### config.mk
export PLATFORM = sky130hd
export DESIGN_NAME = fb_scanout_reader
export DESIGN_NICKNAME = d
export VERILOG_FILES = /design/src/rtl/fb_scanout_reader.sv
export SDC_FILE = /design/constraint.sdc
export NUM_CORES = 1
export LEC_CHECK = 0
export ABC_AREA = 1
export BUFFER_PORTS_ARGS = -buffer_cell sky130_fd_sc_hd__buf_2
export CORE_UTILIZATION = 59
export DETAILED_ROUTE_END_ITERATION = 10
export GPL_TIMING_DRIVEN = 0
export PLACE_DENSITY = 0.8
export SETUP_SLACK_MARGIN = 0.4
export SLEW_MARGIN = 20
export SYNTH_ARGS = -nofsm -noshare
export SYNTH_HDL_FRONTEND = slang
export SYNTH_SLANG_ARGS = --single-unit
export TNS_END_PERCENT = 50
### constraint.sdc
create_clock -name iCLK -period 3 [get_ports iCLK]
set_clock_uncertainty 0.1 [all_clocks]
set_input_delay 0.6 -clock iCLK [delete_from_list [all_inputs] [get_ports iCLK]]
set_output_delay 0.6 -clock iCLK [all_outputs]
set_load 0.02 [all_outputs]
### src/rtl/fb_scanout_reader.sv
// Framebuffer scan-out reader: fetches pixels from SRAM in raster order during
// the read slots granted to it and streams them out through a small prefetch FIFO.
module fb_scanout_reader #(
  parameter int H_PIXELS   = 160,
  parameter int V_LINES    = 240,
  parameter int FIFO_DEPTH = 8
) (
  input  logic        iCLK,
  input  logic        iRST,
  input  logic        iFrameStart,
  input  logic        iGrant,
  output logic        oSramRd,
  output logic [17:0] oSramAddr,
  input  logic [7:0]  iSramData,
  output logic        oPixValid,
  output logic [7:0]  oPixColor,
  input  logic        iPixReady,
  output logic        oFrameDone,
  output logic        oUnderrun,
  output logic [1:0]  oDbgState
);

  localparam int PW = $clog2(FIFO_DEPTH);
  localparam int CW = PW + 1;
  localparam logic [CW:0] DEPTH_L = (CW+1)'(FIFO_DEPTH);
  localparam logic [8:0]  X_LAST  = 9'(H_PIXELS - 1);
  localparam logic [8:0]  Y_LAST  = 9'(V_LINES - 1);

  typedef enum logic [1:0] {
    ST_IDLE  = 2'd0,
    ST_FETCH = 2'd1,
    ST_DRAIN = 2'd2
  } state_t;

  state_t          state_q, state_d;
  logic [8:0]      x_q, x_d;
  logic [8:0]      y_q, y_d;
  logic [CW-1:0]   count_q, count_d;
  logic [PW-1:0]   rd_ptr_q, rd_ptr_d;
  logic [PW-1:0]   wr_ptr_q, wr_ptr_d;
  logic            inflight_q, inflight_d;
  logic [7:0]      mem_q [FIFO_DEPTH];

  logic            fifo_empty;
  logic            has_space;
  logic [CW:0]     used;
  logic            sram_rd;
  logic            flush;
  logic            push;
  logic            pop;
  logic            frame_done;
  logic            underrun;

  // Output stream: oPixValid means the head entry is presented; a transfer
  // happens on any cycle where oPixValid and iPixReady are both high, and the
  // head stays put until that transfer.
  always_comb begin
    state_d    = state_q;
    x_d        = x_q;
    y_d        = y_q;
    count_d    = count_q;
    rd_ptr_d   = rd_ptr_q;
    wr_ptr_d   = wr_ptr_q;
    sram_rd    = 1'b0;
    flush      = 1'b0;
    frame_done = 1'b0;

    fifo_empty = (count_q == '0);
    used       = {1'b0, count_q} + {{CW{1'b0}}, inflight_q};
    has_space  = (used < DEPTH_L);
    pop        = !fifo_empty && iPixReady;
    underrun   = iPixReady && fifo_empty && (state_q != ST_IDLE);

    case (state_q)
      ST_IDLE: begin
        if (iFrameStart) begin
          state_d = ST_FETCH;
          x_d     = '0;
          y_d     = '0;
        end
      end
      ST_FETCH: begin
        if (iFrameStart) begin
          flush = 1'b1;
        end else if (iGrant && has_space) begin
          sram_rd = 1'b1;
          if (x_q == X_LAST) begin
            x_d = '0;
            if (y_q == Y_LAST) begin
              y_d     = '0;
              state_d = ST_DRAIN;
            end else begin
              y_d = y_q + 9'd1;
            end
          end else begin
            x_d = x_q + 9'd1;
          end
        end
      end
      ST_DRAIN: begin
        if (iFrameStart) begin
          flush = 1'b1;
        end else if (pop && (count_q == CW'(1)) && !inflight_q) begin
          frame_done = 1'b1;
          state_d    = ST_IDLE;
        end
      end
      default: state_d = ST_IDLE;
    endcase

    // A restart drops buffered pixels and the byte returning this cycle.
    if (flush) begin
      state_d = ST_FETCH;
      x_d     = '0;
      y_d     = '0;
    end

    push       = inflight_q && !flush;
    inflight_d = sram_rd;

    if (flush) begin
      count_d  = '0;
      rd_ptr_d = '0;
      wr_ptr_d = '0;
    end else begin
      if (push) wr_ptr_d = wr_ptr_q + PW'(1);
      if (pop)  rd_ptr_d = rd_ptr_q + PW'(1);
      count_d = count_q + CW'(push) - CW'(pop);
    end
  end

  always_ff @(posedge iCLK or posedge iRST) begin
    if (iRST) begin
      state_q    <= ST_IDLE;
      x_q        <= '0;
      y_q        <= '0;
      count_q    <= '0;
      rd_ptr_q   <= '0;
      wr_ptr_q   <= '0;
      inflight_q <= 1'b0;
    end else begin
      state_q    <= state_d;
      x_q        <= x_d;
      y_q        <= y_d;
      count_q    <= count_d;
      rd_ptr_q   <= rd_ptr_d;
      wr_ptr_q   <= wr_ptr_d;
      inflight_q <= inflight_d;
    end
  end

  // Storage needs no reset: the color output is masked while the FIFO is empty.
  always_ff @(posedge iCLK) begin
    if (push) mem_q[wr_ptr_q] <= iSramData;
  end

  assign oSramRd    = sram_rd;
  assign oSramAddr  = {x_q, y_q};
  assign oPixValid  = !fifo_empty;
  assign oPixColor  = fifo_empty ? 8'h00 : mem_q[rd_ptr_q];
  assign oFrameDone = frame_done;
  assign oUnderrun  = underrun;
  assign oDbgState  = state_q;

endmodule

After elaboration in Yosys (flattened, before gate mapping) --
Memories as Yosys holds them, arrays and structs flattened. Cells that the tools add are included.
Cells by class: add/sub/neg operators 7, $lt $le $gt $ge 1, equal/unequal tests 12, mux-type cells 37, reductions and logical operators 20
Operators by type and width (number):
- $mux 9 | 10
- $pmux 9 s2 | 2
- $ne 3x3->1 const B | 7
- $add 9x1->9 const B | 2
- $eq 9x8->1 const B | 2
- $mux 2 | 8
- $mux 3 | 4
- $mux 1 | 10
- $mux 8 | 1
- $logic_and 1x1->1 | 7
- $reduce_and 7->1 | 1
- $add 3x1->3 const B | 2
- $pmux 2 s3 | 1
- $reduce_bool 2->1 | 3
- $add 4x1->5 | 1
- $lt 5x4->1 const B | 1
- $reduce_and 5->1 | 1
- $add 4x1->4 | 1
- $eq 4x1->1 const B | 1
- $logic_not 4->1 | 1
- $mux 4 | 1
- $reduce_and 4->1 | 1
- $sub 4x1->4 | 1
- $logic_not 1->1 | 3
- 5 further kinds | 5
Storage, ports and cells: register bits 31, bits in writable memories 64, input bits 13, output and inout port bits 32, word-level logic and storage cells 85, memories 1
Memory list:
- mem_q | words 8, bits a word 8, rd ports 1, clocked after memory_dff 0, write ports 1, line 42 | logic [7:0] mem_q [FIFO_DEPTH];

Depth between registers and ports, before layout --
depth in word-level cells 9, mapped depth 12, depth with buffers taken out 12

Worst setup path before layout --
No wires, ideal clock.
kind register to register, start reg state_q[0] (netlist: oDbgState[0]), end reg count_q[2], library setup time 0.121 ns, arrival time 2.386 ns, data required time 2.779 ns, path slack 0.393 ns, stages on the path, launching flop included 12, buffers on the path 1, period minus slack after synthesis 2.607 ns, cells stage by stage dfrtp_1 -> inv_1 -> ha_1 -> nand2_2 -> inv_2 -> buf_2 -> o21ai_1 -> nand2_1 -> ha_1 -> fa_1 -> xnor2_1 -> nor2_1
On the way: cells in the longest elaborated chain, start to end 8, elaborated cells on any way between the ends 9, classes of those cells add/sub: 2; eq/ne: 2; mux: 2; reduce/logical: 3
Ends and longest elaborated chain:
- from (decl) | line 35 | state_t state_q, state_d;
- from (signal assigned) | line 142 | state_q <= state_d;
- $eq 2x2->1 / $eq 2x1->1 (equally long branches) | line 74 | case (state_q)
- $reduce_or 2->1 (no line) *
- $mux 1 *
- $logic_not 1->1 | line 118 | push = inflight_q && !flush;
- $logic_and 1x1->1 | line 118
- $add 4x1->4 | line 128 | count_d = count_q + CW'(push) - CW'(pop);
- $sub 4x1->4 | line 128
- $mux 4 * | line 121 | if (flush) begin
- named net count_d[2] | line 38 | logic [CW-1:0] count_q, count_d;
- to (signal assigned) | line 145 | count_q <= count_d;
- to (decl) | line 38
The timed path passes the listed nets; every way through them passes the cells marked *. A chain may end at the register's enable or synchronous reset.

Worst setup path in the final report --
start reg state_q[1] (netlist: oDbgState[1]), end mem mem_q[5][6], enable pin
On the way: cells in the longest elaborated chain, start to end 7, elaborated cells on any way between the ends 8, classes of those cells eq/ne: 2; mux: 3; reduce/logical: 3
Ends and longest elaborated chain:
- $eq 2x2->1 / $eq 2x1->1 (equally long branches) | line 74
- $reduce_or 2->1 (no line) *
- $mux 1 *
- $logic_not 1->1 * | line 118
- $logic_and 1x1->1 * | line 118
- $mux 1 * | line 154 | if (push) mem_q[wr_ptr_q] <= iSramData;
- $mux 1 (not written as such) * | line 154
- to (decl) | line 42
Every way passes the cells marked *; elsewhere a longest branch is shown, timed or not.

==> flow_summary.html <==
<table>
<tr><th>Metric</th><th>Value</th></tr>
<tr><th colspan="2">Timing</th></tr>
<tr><td>Worst slew margin relative to its limit</td><td>between 40% and 50%</td></tr>
<tr><td>Final count of negative-setup-slack endpoints</td><td>0</td></tr>
<tr><td>Period minus WS final</td><td>around 2.6 ns</td></tr>
<tr><td>RSZ-0062 raised after global routing</td><td>yes</td></tr>
<tr><td>Slew @ Worst Pin</td><td>0.795 ns</td></tr>
<tr><td>Post-route worst hold slack</td><td>0.221 ns</td></tr>
<tr><td>Final period utilization</td><td>85.4%</td></tr>
<tr><td>Final number of hold-violating endpoints</td><td>0</td></tr>
<tr><td>Slew Limit Fails</td><td>0</td></tr>
<tr><td>Fmax achieved</td><td>~0.39 GHz</td></tr>
<tr><td>Sum Neg Setup Slack</td><td>0 ns</td></tr>
<tr><th colspan="2">Finish</th></tr>
<tr><td>Fraction of final layout cells sized beyond drive strength 1</td><td>19.4%</td></tr>
<tr><td>Layout Area Growth over Synthesis</td><td>13.3%</td></tr>
<tr><td>Count of placed standard cells in the final layout, fillers left out</td><td>649</td></tr>
<tr><td>Diode insertion count for antenna repair</td><td>0</td></tr>
<tr><td>Finished Cell Area</td><td>0.00532 sq mm</td></tr>
<tr><td>Total Nets Final</td><td>roughly 570</td></tr>
<tr><th colspan="2">CTS</th></tr>
<tr><td>Post-CTS setup-driven buffer insertion count</td><td>0</td></tr>
<tr><td>CTS Root Cell</td><td>sky130_fd_sc_hd__clkbuf_8</td></tr>
<tr><td>Clock latency on the worst-skew pair</td><td>about 0.36 ns</td></tr>
<tr><td># clock sinks</td><td>95</td></tr>
<tr><td>H-tree levels</td><td>3</td></tr>
<tr><td>Clock-pin slew on the worst setup and hold paths</td><td>approximately 0.10 ns</td></tr>
<tr><td>Clock tree from TritonCTS</td><td>built</td></tr>
<tr><td>Largest buffer count on any clock path</td><td>2</td></tr>
<tr><td>Total CTS buffers</td><td>9</td></tr>
<tr><th colspan="2">Placement</th></tr>
<tr><td>Placer congestion estimate</td><td>between 0.8 and 0.9</td></tr>
<tr><td>Post-placement cell area</td><td>0.00504 sq mm</td></tr>
<tr><td>I/O Buffers</td><td>between 40 and 50</td></tr>
<tr><td>Count of placed standard cells including taps</td><td>633</td></tr>
<tr><td>Total half-perimeter wirelength after legalization and detailed placement</td><td>between 6000 and 7000 um</td></tr>
<tr><th colspan="2">Power and ir drop</th></tr>
<tr><td>Combinational Power Share</td><td>between 40 and 50%</td></tr>
<tr><td>Net switching component of the power</td><td>1940 uW</td></tr>
<tr><td>Pwr Total</td><td>4500 uW</td></tr>
<tr><td>Leakage dissipation</td><td>0.00228 uW</td></tr>
<tr><td>Switching power as a share of total power</td><td>between 40% and 50%</td></tr>
<tr><td>Clock share of power</td><td>17.9%</td></tr>
<tr><td>Pwr dens</td><td>roughly 850 mW/mm^2</td></tr>
<tr><td>Max IR drop VDD</td><td>0.366 mV</td></tr>
<tr><td>Reg power frac</td><td>35.6%</td></tr>
<tr><td>Internal power contribution</td><td>roughly 2600 uW</td></tr>
<tr><th colspan="2">Critical path</th></tr>
<tr><td>Cell depth of the worst flop-to-flop path</td><td>7</td></tr>
<tr><td>Crit-path max FO</td><td>10</td></tr>
<tr><td>Arrival time worst endpoint</td><td>between 2 and 2.5 ns</td></tr>
<tr><td>Endpoint kind of the worst setup timing path</td><td>flop</td></tr>
<tr><td>Element type at the critical path start</td><td>flop</td></tr>
<tr><td>Endpoint required time on the critical path</td><td>around 2.9 ns</td></tr>
<tr><td>Crit Path Category</td><td>reg -&gt; reg</td></tr>
<tr><th colspan="2">GRT</th></tr>
<tr><td>First-pass GRT wire length</td><td>16,000 um</td></tr>
<tr><td>Number of global-route vias before repair</td><td>3,401</td></tr>
<tr><td>Maximum number of pins on one net before global-route repair</td><td>32</td></tr>
<tr><td>Total overflow reported by the global router</td><td>0</td></tr>
<tr><td>Global-route usage over all layers</td><td>24.6%</td></tr>
<tr><td>Number of antenna violations at the first check in global routing</td><td>0</td></tr>
<tr><th colspan="2">Min path</th></tr>
<tr><td>Worst hold path class</td><td>in -&gt; async</td></tr>
<tr><th colspan="2">Detailed routing</th></tr>
<tr><td>Post-route DRC</td><td>0</td></tr>
<tr><td>Remaining number of nets flagged by the antenna check after routing</td><td>0</td></tr>
<tr><td>Via density per instance</td><td>5.55</td></tr>
<tr><td>Number of optimization iterations in the first detailed-route pass</td><td>5</td></tr>
<tr><td>Violation count after the first detailed-routing iteration</td><td>roughly 210</td></tr>
<tr><td>WL/cell</td><td>15.2 um</td></tr>
<tr><td>Post-Route WL</td><td>between 9000 and 10,000 um</td></tr>
<tr><td>DR vias</td><td>between 3,000 and 4,000</td></tr>
<tr><th colspan="2">Die</th></tr>
<tr><td>Die X-Extent</td><td>between 90 and 100 um</td></tr>
<tr><td>Area of the die</td><td>0.00832 sq mm</td></tr>
<tr><td>Number of placed I/O pins</td><td>45</td></tr>
<tr><td>Area of the placeable core</td><td>between 0.007 and 0.008 sq mm</td></tr>
<tr><td>Number of placement rows</td><td>32</td></tr>
<tr><td>Die outline height</td><td>roughly 90 um</td></tr>
<tr><td>Initial core utilization</td><td>60.8%</td></tr>
<tr><th colspan="2">Yosys</th></tr>
<tr><td>Distinct cells, synth</td><td>32</td></tr>
<tr><td>Number of synthesized register bits</td><td>95</td></tr>
<tr><td>Synthesized area per cell</td><td>roughly 9.6 sq um</td></tr>
<tr><td>Total of warnings raised by yosys</td><td>0</td></tr>
<tr><td>Fraction of the yosys area taken by sequential cells</td><td>between 50% and 60%</td></tr>
<tr><td>Cells after Synth</td><td>487</td></tr>
<tr><td>Post-synthesis cell area</td><td>about 0.0047 sq mm</td></tr>
<tr><td>Post-synth net total</td><td>514</td></tr>
<tr><th colspan="2">Job</th></tr>
<tr><td>Number of violations of the max-capacitance limit</td><td>0</td></tr>
<tr><th colspan="2">Status</th></tr>
<tr><td>Status</td><td>completed</td></tr>
</table>
through the flow:
step | setup slack [ns] | utilization, %
final | 0.439 | 68.8
after CTS | 0.398 | 68.1
after global placement | 0.315 | 65.3
after global routing | 0.252 | 68.8
after detailed placement | 0.256 | 65.3
after floorplan | 0.415 | -
worst paths after layout:
| check | from | endpoint | slack (ns) |
|---|---|---|---|
| setup reg to reg | oDbgState[1] | mem_q[5][6] | 0.44 |
| hold reg to reg | oDbgState[0] | oDbgState[0] | 0.43 |
| min in group iCLK | iSramData[3] | mem_q[6][3] | 0.43 |
| hold / removal | iRST | count_q[2] | 0.22 |
| setup / recovery | oDbgState[1] | mem_q[5][6] | 0.44 |
| max in group asynchronous | iRST | oDbgState[0] | 2.10 |
state kept, by name (all words and copies together) (netlist names):
register,cells
mem_q,64
x_q,9
y_q,9
count_q,4
rd_ptr_q,3
wr_ptr_q,3
oDbgState,2
inflight_q,1
cells in the mapped netlist:
cell type                  count  area, sq um
sky130_fd_sc_hd__a21oi_1       4         20.0
sky130_fd_sc_hd__a21oi_4       1         16.3
sky130_fd_sc_hd__buf_2         6         30.0
sky130_fd_sc_hd__buf_6         3         33.8
sky130_fd_sc_hd__buf_8         1         15.0
sky130_fd_sc_hd__clkbuf_1      5         18.8
sky130_fd_sc_hd__dfrtp_1      31          776
sky130_fd_sc_hd__edfxtp_1     64         1920
sky130_fd_sc_hd__fa_1          1         20.0
sky130_fd_sc_hd__ha_1         13          163
sky130_fd_sc_hd__inv_1        37          139
sky130_fd_sc_hd__inv_2         3         11.3
sky130_fd_sc_hd__inv_4         1         6.26
sky130_fd_sc_hd__mux2i_1       8         80.1
sky130_fd_sc_hd__nand2_1      91          342
sky130_fd_sc_hd__nand2_2       3         18.8
sky130_fd_sc_hd__nand2_4       3         33.8
sky130_fd_sc_hd__nand3_1      29          145
sky130_fd_sc_hd__nand3_4       1         17.5
sky130_fd_sc_hd__nand4_1       7         43.8
sky130_fd_sc_hd__nor2_1       90          338
sky130_fd_sc_hd__nor2_2        3         18.8
sky130_fd_sc_hd__nor2_4        1         11.3
sky130_fd_sc_hd__nor3_1        6         30.0
sky130_fd_sc_hd__nor4_1        1         6.26
sky130_fd_sc_hd__o21ai_0      45          225
sky130_fd_sc_hd__o21ai_1       7         35.0
sky130_fd_sc_hd__o21ai_2       4         35.0
sky130_fd_sc_hd__o21ai_4       1         16.3
sky130_fd_sc_hd__o22ai_1       8         50.1
sky130_fd_sc_hd__xnor2_1       4         35.0
sky130_fd_sc_hd__xor2_1        5         43.8
power groups by stage:
stage          sequential (uW)  clock, uW  combinational (uW)
5_1_grt                   1610        867                2290
2_1_floorplan             1640          0                1430
3_5_place_dp              1630          0                1970
4_1_cts                   1600        814                2010
6_report                  1600        807                2090
3_3_place_gp              1620          0                1910
critical path, stage by stage, from the launching register on:
cell and delay [ns]:
sky130_fd_sc_hd__dfrtp_1 0.40, sky130_fd_sc_hd__inv_1 0.08, sky130_fd_sc_hd__ha_1 0.34, sky130_fd_sc_hd__nand2_4 0.18
sky130_fd_sc_hd__inv_2 0.08, sky130_fd_sc_hd__nor2_1 0.22, sky130_fd_sc_hd__nand2_1 0.16, sky130_fd_sc_hd__nor2_1 0.63
layer usage:
layer / track usage [%] / share of wire, % / vias up / wire length [um]
met2: 41.9 / 49 / 94 / 4860
met1: 33.3 / 45 / 1754 / 4430
li1: - / - / 1744 / -
met4: 7.54 / 1.3 / 0 / 127
met5: 0 / 0 / - / 0
met3: 3.02 / 4.5 / 11 / 444
what timing repair did:
| item | 4_1_cts | 5_1_grt |
|---|---|---|
| hold buffers | 0 | 0 |
| pin swaps | 0 | 1 |
| endpoints found under the setup margin | 64 | 75 |
| resized for setup | 11 | 26 |
layout by cell type, fill, tap and decap left out, types with 2 or more instances in the layout:
cell                       instances
sky130_fd_sc_hd__nand2_1          91
sky130_fd_sc_hd__nor2_1           88
sky130_fd_sc_hd__edfxtp_1         64
sky130_fd_sc_hd__buf_2            44
sky130_fd_sc_hd__o21ai_0          40
sky130_fd_sc_hd__inv_1            35
sky130_fd_sc_hd__dfrtp_1          29
sky130_fd_sc_hd__nand3_1          28
sky130_fd_sc_hd__ha_1             13
sky130_fd_sc_hd__o21ai_1          11
sky130_fd_sc_hd__clkbuf_8          9
sky130_fd_sc_hd__mux2i_1           8
sky130_fd_sc_hd__nand4_1           7
sky130_fd_sc_hd__buf_6             7
sky130_fd_sc_hd__o22ai_1           7
sky130_fd_sc_hd__nor2_2            5
sky130_fd_sc_hd__xor2_1            5
sky130_fd_sc_hd__nor3_1            5
sky130_fd_sc_hd__inv_2             4
sky130_fd_sc_hd__nand2_4           4
sky130_fd_sc_hd__o21ai_2           4
sky130_fd_sc_hd__xnor2_1           4
sky130_fd_sc_hd__clkbuf_2          4
sky130_fd_sc_hd__a21oi_1           4
sky130_fd_sc_hd__inv_8             3
sky130_fd_sc_hd__nand2_2           2
sky130_fd_sc_hd__o21ai_4           2
sky130_fd_sc_hd__inv_4             2
sky130_fd_sc_hd__buf_4             2
sky130_fd_sc_hd__inv_6             2
sky130_fd_sc_hd__dfrtp_2           2
final cells by class:
type | instances | area (sq um)
multi-input cells | 336 | 1790
plain buffers | 15 | 134
fillers | 611 | 2410
well taps | 102 | 128
clock buffers | 9 | 124
repair buffers | 44 | 223
flip-flops and latches | 95 | 2700
clock inverters | 7 | 63.8
inverters | 41 | 159
cells by family (layout without fill, tap and decap cells):
| logic type | Yosys count | after routing | share of synthesized area, % |
|---|---|---|---|
| buffers and inverters | 56 | 116 | 5.41 |
| adder cells (fa/ha/maj) | 14 | 14 | 3.89 |
| multiplexers | 8 | 8 | 1.71 |
| flip-flops | 95 | 95 | 57.4 |
| AO/OA/AOI/OAI | 70 | 70 | 8.47 |
| AND/OR/NAND/NOR | 235 | 235 | 21.4 |
| XOR/XNOR | 9 | 9 | 1.68 |
(Power assumes the default switching activity.)
